===== config.mk =====
export PLATFORM = sky130hd
export DESIGN_NAME = matmul_sequencer
export DESIGN_NICKNAME = d
export VERILOG_FILES = /design/src/rtl/matmul_pkg.sv /design/src/rtl/matmul_pair_mac.sv /design/src/rtl/matmul_sequencer.sv
export SDC_FILE = /design/constraint.sdc
export NUM_CORES = 1
export LEC_CHECK = 0
export ABC_CLOCK_PERIOD_IN_PS = 2200
export CAP_MARGIN = 20
export CORE_ASPECT_RATIO = 1.2
export CORE_MARGIN = 2
export CORE_UTILIZATION = 34
export CTS_CLUSTER_SIZE = 30
export DETAILED_ROUTE_END_ITERATION = 8
export GPL_TIMING_DRIVEN = 1
export PLACE_DENSITY_LB_ADDON = 0.05
export RECOVER_POWER = 25
export SLEW_MARGIN = 0
export SYNTH_ARGS = -nofsm -noshare
export SYNTH_HDL_FRONTEND = slang
export SYNTH_SLANG_ARGS = --single-unit

===== constraint.sdc =====
create_clock -name clk -period 2.2 [get_ports clk]
set_input_delay 0.22 -clock clk [delete_from_list [all_inputs] [get_ports clk]]
set_output_delay 0.22 -clock clk [all_outputs]
set_load 0.01 [all_outputs]

===== src/rtl/matmul_pkg.sv =====
// Shared definitions for the 2x2 matrix multiply sequencer.
// Holds the state encoding, element/result widths, the entry index range
// and the bit offsets of the four result slots inside the packed result.
package matmul_pkg;

   localparam int ELEM_W     = 3;
   localparam int ACC_W      = 2 * ELEM_W + 1;
   localparam int PROD_W     = 2 * ELEM_W;
   localparam int ENTRY_W    = 4;
   localparam int LAST_ENTRY = 7;
   localparam int IDLE_ENTRY = 15;
   localparam int RES_W      = 4 * ACC_W;

   localparam logic [ENTRY_W-1:0] LAST_ENTRY_IDX = ENTRY_W'(LAST_ENTRY);
   localparam logic [ENTRY_W-1:0] IDLE_ENTRY_IDX = ENTRY_W'(IDLE_ENTRY);

   // Result slot offsets: C00, C01, C10, C11
   localparam int SLOT_C00 = 0 * ACC_W;
   localparam int SLOT_C01 = 1 * ACC_W;
   localparam int SLOT_C10 = 2 * ACC_W;
   localparam int SLOT_C11 = 3 * ACC_W;

   typedef enum logic [1:0] {
      IDLE  = 2'd0,
      ISSUE = 2'd1,
      LAST  = 2'd2,
      DONE  = 2'd3
   } state_t;

   // Each consecutive pair of entries accumulates into one result slot.
   function automatic logic [1:0] entry_slot(input logic [ENTRY_W-1:0] entry);
      return entry[2:1];
   endfunction

endpackage


===== src/rtl/matmul_pair_mac.sv =====
// Pair multiply-accumulate for the matrix multiply sequencer.
// Multiplies the sampled A/B elements; an even entry loads the accumulator
// with its product, an odd entry presents accumulator + product together
// with a write strobe for the result slot of that pair.
// Ports:
//   clk, rst_n    clock, async active-low reset
//   sample_valid  the element pair on a_elem/b_elem is live this edge
//   odd_entry     the sampled entry is the second of its pair
//   a_elem,b_elem selected operands
//   pair_sum      accumulator + product, ACC_W bits
//   pair_wr       write strobe for pair_sum
module matmul_pair_mac
   import matmul_pkg::*;
(
   input  logic              clk,
   input  logic              rst_n,
   input  logic              sample_valid,
   input  logic              odd_entry,
   input  logic [ELEM_W-1:0] a_elem,
   input  logic [ELEM_W-1:0] b_elem,
   output logic [ACC_W-1:0]  pair_sum,
   output logic              pair_wr
);

   logic [PROD_W-1:0] product_s;
   logic [PROD_W-1:0] acc_r;

   // Unsigned product of the current operand pair
   always_comb begin
      product_s = PROD_W'(a_elem) * PROD_W'(b_elem);
   end

   // Even-entry accumulator: holds the first product of each pair
   always_ff @(posedge clk or negedge rst_n) begin
      if (!rst_n) begin
         acc_r <= {PROD_W{1'b0}};
      end else if (sample_valid && !odd_entry) begin
         acc_r <= product_s;
      end else begin
         acc_r <= acc_r;
      end
   end

   // Pair sum and its write strobe; 7*7+7*7 fits in ACC_W without overflow
   always_comb begin
      pair_sum = ACC_W'(acc_r) + ACC_W'(product_s);
      pair_wr  = sample_valid & odd_entry;
   end

endmodule


===== src/rtl/matmul_sequencer.sv =====
// Controller for the 2x2, 3-bit-element matrix multiplier.
// On start it issues entry indices 0..7 to the element selectors, samples
// each selected pair one edge later, accumulates pairs into four result
// slots, then pulses done and holds result_valid.
// Ports:
//   clk, rst_n    clock, async active-low reset
//   start         request one multiply (only honoured in IDLE)
//   busy          operation in flight, until done drops
//   entry_out     entry index to the selectors (15 when idle)
//   a_elem,b_elem selected elements
//   result        {C11, C10, C01, C00}, 7 bits each
//   result_valid  result holds a completed product
//   done          one-cycle completion pulse
//   op_count      completed-operation counter, only present when
//                 MATMUL_SEQUENCER_OPCOUNT_EN is defined
module matmul_sequencer
   import matmul_pkg::*;
(
   input  logic               clk,
   input  logic               rst_n,
   input  logic               start,
   output logic               busy,
   output logic [ENTRY_W-1:0] entry_out,
   input  logic [ELEM_W-1:0]  a_elem,
   input  logic [ELEM_W-1:0]  b_elem,
   output logic [RES_W-1:0]   result,
   output logic               result_valid,
   output logic               done
`ifdef MATMUL_SEQUENCER_OPCOUNT_EN
   ,
   output logic [7:0]         op_count
`endif
);

   state_t             state_r;
   state_t             state_next_s;
   logic [ENTRY_W-1:0] entry_next_s;
   logic               busy_next_s;
   logic               done_next_s;
   logic               result_valid_next_s;
   logic               issue_s;
   logic               sample_valid_r;
   logic [ACC_W-1:0]   pair_sum_s;
   logic               pair_wr_s;

   // Next-state and next-output decode
   always_comb begin
      state_next_s        = state_r;
      entry_next_s        = entry_out;
      busy_next_s         = busy;
      done_next_s         = 1'b0;
      result_valid_next_s = result_valid;
      issue_s             = 1'b0;
      case (state_r)
         IDLE: begin
            if (start) begin
               state_next_s        = ISSUE;
               entry_next_s        = {ENTRY_W{1'b0}};
               busy_next_s         = 1'b1;
               result_valid_next_s = 1'b0;
               issue_s             = 1'b1;
            end else begin
               state_next_s = IDLE;
            end
         end
         ISSUE: begin
            // Issuing LAST_ENTRY moves to LAST so entry_out never passes 7
            entry_next_s = entry_out + 4'd1;
            issue_s      = 1'b1;
            if (entry_out == (LAST_ENTRY_IDX - 4'd1)) begin
               state_next_s = LAST;
            end else begin
               state_next_s = ISSUE;
            end
         end
         LAST: begin
            // Entry 7 is sampled on this edge, completing C11
            entry_next_s        = IDLE_ENTRY_IDX;
            done_next_s         = 1'b1;
            result_valid_next_s = 1'b1;
            state_next_s        = DONE;
         end
         DONE: begin
            busy_next_s  = 1'b0;
            state_next_s = IDLE;
         end
         default: begin
            state_next_s        = IDLE;
            entry_next_s        = IDLE_ENTRY_IDX;
            busy_next_s         = 1'b0;
            result_valid_next_s = 1'b0;
         end
      endcase
   end

   // State and registered control outputs
   always_ff @(posedge clk or negedge rst_n) begin
      if (!rst_n) begin
         state_r        <= IDLE;
         entry_out      <= IDLE_ENTRY_IDX;
         busy           <= 1'b0;
         done           <= 1'b0;
         result_valid   <= 1'b0;
         sample_valid_r <= 1'b0;
      end else begin
         state_r        <= state_next_s;
         entry_out      <= entry_next_s;
         busy           <= busy_next_s;
         done           <= done_next_s;
         result_valid   <= result_valid_next_s;
         // Index issued on this edge is sampled on the next one
         sample_valid_r <= issue_s;
      end
   end

   matmul_pair_mac u_mac (
      .clk          (clk),
      .rst_n        (rst_n),
      .sample_valid (sample_valid_r),
      .odd_entry    (entry_out[0]),
      .a_elem       (a_elem),
      .b_elem       (b_elem),
      .pair_sum     (pair_sum_s),
      .pair_wr      (pair_wr_s)
   );

   // Result slots, written as each pair completes
   always_ff @(posedge clk or negedge rst_n) begin
      if (!rst_n) begin
         result <= {RES_W{1'b0}};
      end else if (pair_wr_s) begin
         case (entry_slot(entry_out))
            2'd0:    result[SLOT_C00 +: ACC_W] <= pair_sum_s;
            2'd1:    result[SLOT_C01 +: ACC_W] <= pair_sum_s;
            2'd2:    result[SLOT_C10 +: ACC_W] <= pair_sum_s;
            2'd3:    result[SLOT_C11 +: ACC_W] <= pair_sum_s;
            default: result <= result;
         endcase
      end else begin
         result <= result;
      end
   end

`ifdef MATMUL_SEQUENCER_OPCOUNT_EN
   // Completed-operation counter, bumped on the edge that raises done
   always_ff @(posedge clk or negedge rst_n) begin
      if (!rst_n) begin
         op_count <= 8'd0;
      end else if (state_r == LAST) begin
         op_count <= op_count + 8'd1;
      end else begin
         op_count <= op_count;
      end
   end
`endif

endmodule


# Word-level counts from Yosys, hierarchy flattened
# Index checks and enable logic that the tools add are counted.
[totals]
out_inout_bits = 35
word_cells = 49
reg_bits = 44
inputBits = 9
[classes]
multipliers = 1
mux = 12
reduce_logical = 14
eq_ne = 8
n_bitwise = 1
addsub = 2
[ops]
columns = ["operator", "count"]
rows = [
  ["AND reduction 2 bit", 7],
  ["case mux 4 bit (3 select lines)", 1],
  ["equality test 2 bit, second input constant", 4],
  ["case mux 2 bit (4 select lines)", 1],
  ["adder 6 x 6 -> 7 bit", 1],
  ["multiplier 3 x 3 -> 6 bit", 1],
  ["case mux 1 bit (2 select lines)", 3],
  ["two-way mux 1 bit", 5],
  ["adder 4 x 1 -> 4 bit, second input constant", 1],
  ["equality test 2 x 1 -> 1 bit, second input constant", 2],
  ["equality test 4 x 3 -> 1 bit, second input constant", 1],
  ["logical NOT 2 bit", 2],
  ["two-way mux 4 bit", 1],
  ["nonzero test 2 bit", 2],
  ["nonzero test 3 bit", 1],
  ["two-way mux 2 bit", 1],
  ["inequality test 2 bit, second input constant", 1],
  ["bitwise AND 1 bit", 1],
  ["logical AND 1 bit", 1],
  ["logical NOT 1 bit", 1],
]

# Logic depth before layout (Yosys ltp)
# Gate-level depths: netlist of the first run.
[logic_depth]
word_depth = 3
depth_mapped = 10
ltp_nobuf = 10

# Cells and area by module
# A second synthesis of the first run with hierarchy kept.
[hier_totals]
hier_cells = 180
area_unflattened_um2 = 2292.2
[modules_own_cells]
columns = ["module", "seq_area_each_um2", "area_each_um2", "cells_per_inst", "n_inst"]
rows = [
  ["matmul_sequencer", 955.9, 1630.3, 118, 1],
  ["matmul_pair_mac", 150.1, 661.9, 62, 1],
]

# Worst setup path before layout of the first run
# Ideal clock, no wire load.
[synth_timing]
kind = "input-to-reg"
start = "input port a_elem[0]"
end = "register result[26]"
setup_time_ns = 0.135
stages = 10
setup_slack_ns = -0.460
n_path_buf = 0
t_arrival_ns = 2.525
t_required_ns = 2.065
path_cell_list = "and2_1 -> fa_1 -> ha_1 -> fa_1 -> xor2_1 -> ha_1 -> nand2_1 -> o31ai_1 -> xnor2_1 -> o21ai_0"
[synth_via]
elab_chain_cells = 2
[synth_lines]
columns = ["item", "line_no", "source"]
rows = [
  ["from (decl)", "matmul_sequencer.sv:24", "input logic [ELEM_W-1:0] a_elem,"],
  ["multiplier 3 x 3 -> 6 bit", "matmul_pair_mac.sv:30", "product_s = PROD_W'(a_elem) * PROD_W'(b_elem);"],
  ["named net u_mac.product_s[4]", "matmul_pair_mac.sv:25", "logic [PROD_W-1:0] product_s;"],
  ["adder 6 x 6 -> 7 bit", "matmul_pair_mac.sv:46", "pair_sum = ACC_W'(acc_r) + ACC_W'(product_s);"],
  ["to (signal assigned)", "matmul_sequencer.sv:130", "result <= {RES_W{1'b0}};"],
  ["to (signal, indexed assignment)", "matmul_sequencer.sv:133", "2'd0: result[SLOT_C00 +: ACC_W] <= pair_sum_s;"],
  ["to (signal, indexed assignment)", "matmul_sequencer.sv:134", "2'd1: result[SLOT_C01 +: ACC_W] <= pair_sum_s;"],
  ["to (decl)", "matmul_sequencer.sv:26", "output logic [RES_W-1:0] result,"],
]
# The timed path passes the listed nets, and every way through them passes these cells.
# A chain may end at the register's enable or synchronous reset.

# Worst setup path in the final report of the first run
[layout_timing]
start = "input port b_elem[2]"
end = "register result[5]"
[layout_via]
elab_chain_cells = 2
[layout_lines]
columns = ["item", "line_no", "source"]
rows = [
  ["from (decl)", "matmul_sequencer.sv:25", "input logic [ELEM_W-1:0] b_elem,"],
  ["multiplier 3 x 3 -> 6 bit", "matmul_pair_mac.sv:30", ""],
  ["named net u_mac.product_s[3]", "matmul_pair_mac.sv:25", ""],
  ["adder 6 x 6 -> 7 bit", "matmul_pair_mac.sv:46", ""],
]
# The timed path passes the listed nets, and every way through them passes these cells.

==> impl_results.md, run 1 <==
- Clk_skew: 10.5 ps
- Crit Path Class: input pin to flop
- 1st-pass router iterations: 3
- Slew Limit Fails: 0
- TNS Setup: -1450 ps
- Sequence of cells on the critical path: buf_6 > and2_4 > fa_1 > ha_2 > fa_2 > ha_4 > nand2_4 > o31ai_4 > xnor2_1 > buf_4 > o21ai_2
- Residual DRC: 0
- Final Hold Viols: 0
- Asr flop ratio synth: 100%
- Drt initial violations: 29
- Yosys reg bits: 44
- Final worst slack: -167 ps
- Routed wire length: 4.58 mm
- First-pass GRT wire length: 7.56 mm
- CTS Buf Count: 5
- Worst Path Max Fanout: 4
- # clock sinks: 44
- Met2 usage: 23.6%
- Post-layout nets: 290
- Core footprint: 6330 sq um
- Ys flop type: dfrtp_1
- EDFF count, synth: 0
- Area leader, netlist: dfrtp_1
- Pre-CTS setup slack: -909 ps
- Layout cells sized above 1: 30.5%
- Number of global-route vias before repair: 1566
- Antenna Diode Count: 0
- Slowest cell delay on critical path: 530 ps
- Commonest non-fill, non-tap cell in the layout: dfrtp_1
- Pwr Density: 1240 nW/um^2
- Worst Setup Start Kind: input pin
- Synth area leaders: dfrtp_1 (46%), ha_1 (9.7%), mux2_2 (7.2%), nand2_1 (5.3%), dfstp_2 (4.8%)
- Min Tclk post-route: 2370 ps
- R2R setup slack: 520 ps
- Syn nets: 227
- Clock latency on the worst-skew pair: 300 ps
- Failing checks: setup timing
- Clock tree buffer depth: 2
- FMAX: 0.423 GHz
- Slew @ Worst Pin: 1080 ps
- Root Driver: clkbuf_8
- Post-Syn Instances: 198
- Placed cell areas: 2900 sq um
- Met1 usage: 16.5%
- IO Pins: 44
- Die W: 77.3 microns
- FF-to-FF End: result[24]
- Die height: 92.0 microns
- Layout area overhead: 40.8%
- Clock-pin slew on the worst setup and hold paths: 80 ps
- Hold Crit Class: input pin to asynchronous set/reset pin
- Avg Inst Size Synth: 11.1 sq um
- Vias after detailed routing: 1609
- Setup Viol. Count Final: 12
- Critical-path top delay cell: fa_1
- Row Count: 32
- Post-DP HPWL: 3.38 mm
- Overflow after GRT: 0
- Reg2Reg Depth: 6
- RSZ-0062 raised after global routing: yes
- VDD IR max: 535 uV
- CP startpoint: b_elem[2]
- Starting Density: 34.7%
- Rel. slew slack: 27.7%
- DIE AREA: 7110 sq um
- Most frequent cells in the layout: dfrtp_1 (40), clkdlybuf4s50_1 (36), nand2_1 (29), buf_4 (18)
- Post-DRT Antenna Nets: 0
- Area fraction of the dominant cell type after synthesis: 45.6%
- CP Capture Type: flop
- Drt wl/cell: 13.2 microns
- GR peak layer: met2
- Yosys cell types: 36
- Largest net degree at the start of global routing: 45
- Max cap viols: 0
- Leakage power: 1.41 nW
- Initial antenna violation count: 0
- Status: finished with violations
- H-tree Lvls: 2
- Port buffer count: 43
- Core Util, Final: 48.8%
- Vias/cell: 4.64
- Mapped Area: 2190 sq um
- Worst EP required: 2390 ps
- Synth warn: 0
- Seq/Total Area, Yosys: 50.4%
- GR Util met3: 2.07%
- GR Util All Layers: 13.5%
- Final Cell Area: 3090 sq um
- CTS tree: yes
- Gpl congestion: 0.736
- Critical path arrival: 2560 ps
- Crit Reg-Reg Startpoint: u_mac.acc_r[0]
- Period utilization: 108%
[cells in the mapped netlist, drive strengths merged, types with 4 or more instances]
cell / count
mux2: 14
xnor2: 4
dfstp: 4
and2: 9
o21ai: 23
ha: 17
inv: 4
nand2: 31
a21oi: 5
dfrtp: 40
nor2: 7
[per-layer routing]
metal,routed length (microns),share of wire [%],up-vias
li1,-,-,809
met1,1940,42,770
met2,2430,53,22
met3,130,2.8,8
met4,77,1.7,0
met5,0,0,-
[report_power, final]
part,switching [mW],total [mW],leakage [nW],internal (mW)
registers,0.220,1.34,0.537,1.12
clock network,0.269,0.496,0.0424,0.227
logic,0.896,1.99,0.826,1.09
total,1.39,3.83,1.41,2.44
[area by class of cell]
type	instances	area, sq um
fillers	642	3240
clock buffers	7	76.3
multi-input cells	144	1220
well taps	85	106
flip-flops and latches	44	1110
inverters	4	15.0
clock inverters	1	8.76
repair buffers	62	554
[per-stage QoR]
step	total power, mW	hold WS, ps	cells
global route	4.09	293	347
CTS	3.80	17.9	347
floorplan	2.32	-75.6	198
finish	3.83	197	347
detailed placement	3.16	341	339
global placement	3.16	342	339
[repair_timing]
item                       CTS  global route
hold endpoints to repair     0             0
hold buffers                 0             0
setup endpoints to repair   20            16
setup buffers                0             1
resized for setup           40            13
pin swaps                   17            18
[worst max-delay path: cells and delay by family]
family / cells / cell delay, ps
buffers and inverters: 2 / 250
xor gates and xnor gates: 1 / 140
and+or+nand+nor: 2 / 210
adders and majority gates: 4 / 1520
AOI/OAI and AO/OA: 2 / 220
[state kept, by name, summed over array words and instances, names as in the netlist, named ones only]
register	flops
result_valid	1
done	1
entry_out	4
sample_valid_r	1
busy	1
state_r	1
result	28
u_mac.acc_r	6
[cells by family (layout without fill, tap and decap cells)]
group                      Yosys count  in the layout  share of synthesized area (%)
and+or+nand+nor                     66             66                           15.7
DFF                                 44             44                           50.4
AOI/OAI and AO/OA                   38             38                           9.81
adders and majority gates           20             20                           12.4
muxes                               15             15                           7.64
buffers and inverters               10             74                           2.00
xor gates and xnor gates             5              5                           2.00
[how the worst max path moves through the flow]
stage	end	slack [ps]	cells after the start
final	result[5]	-170	11
after global routing	result[26]	-230	12
after CTS	result[19]	-280	12
after detailed placement	result[5]	-910	12
after global placement	result[26]	-850	12
after floorplan	result[12]	-330	10
Note: power is estimated with default switching activity, not from simulation.
==> inputs of run 2 (changes only) <==
GPL_ROUTABILITY_DRIVEN = 0   (was unset)
==> results of run 2 <==
The final DEF is identical to that of run 1; final timing and power are the same.
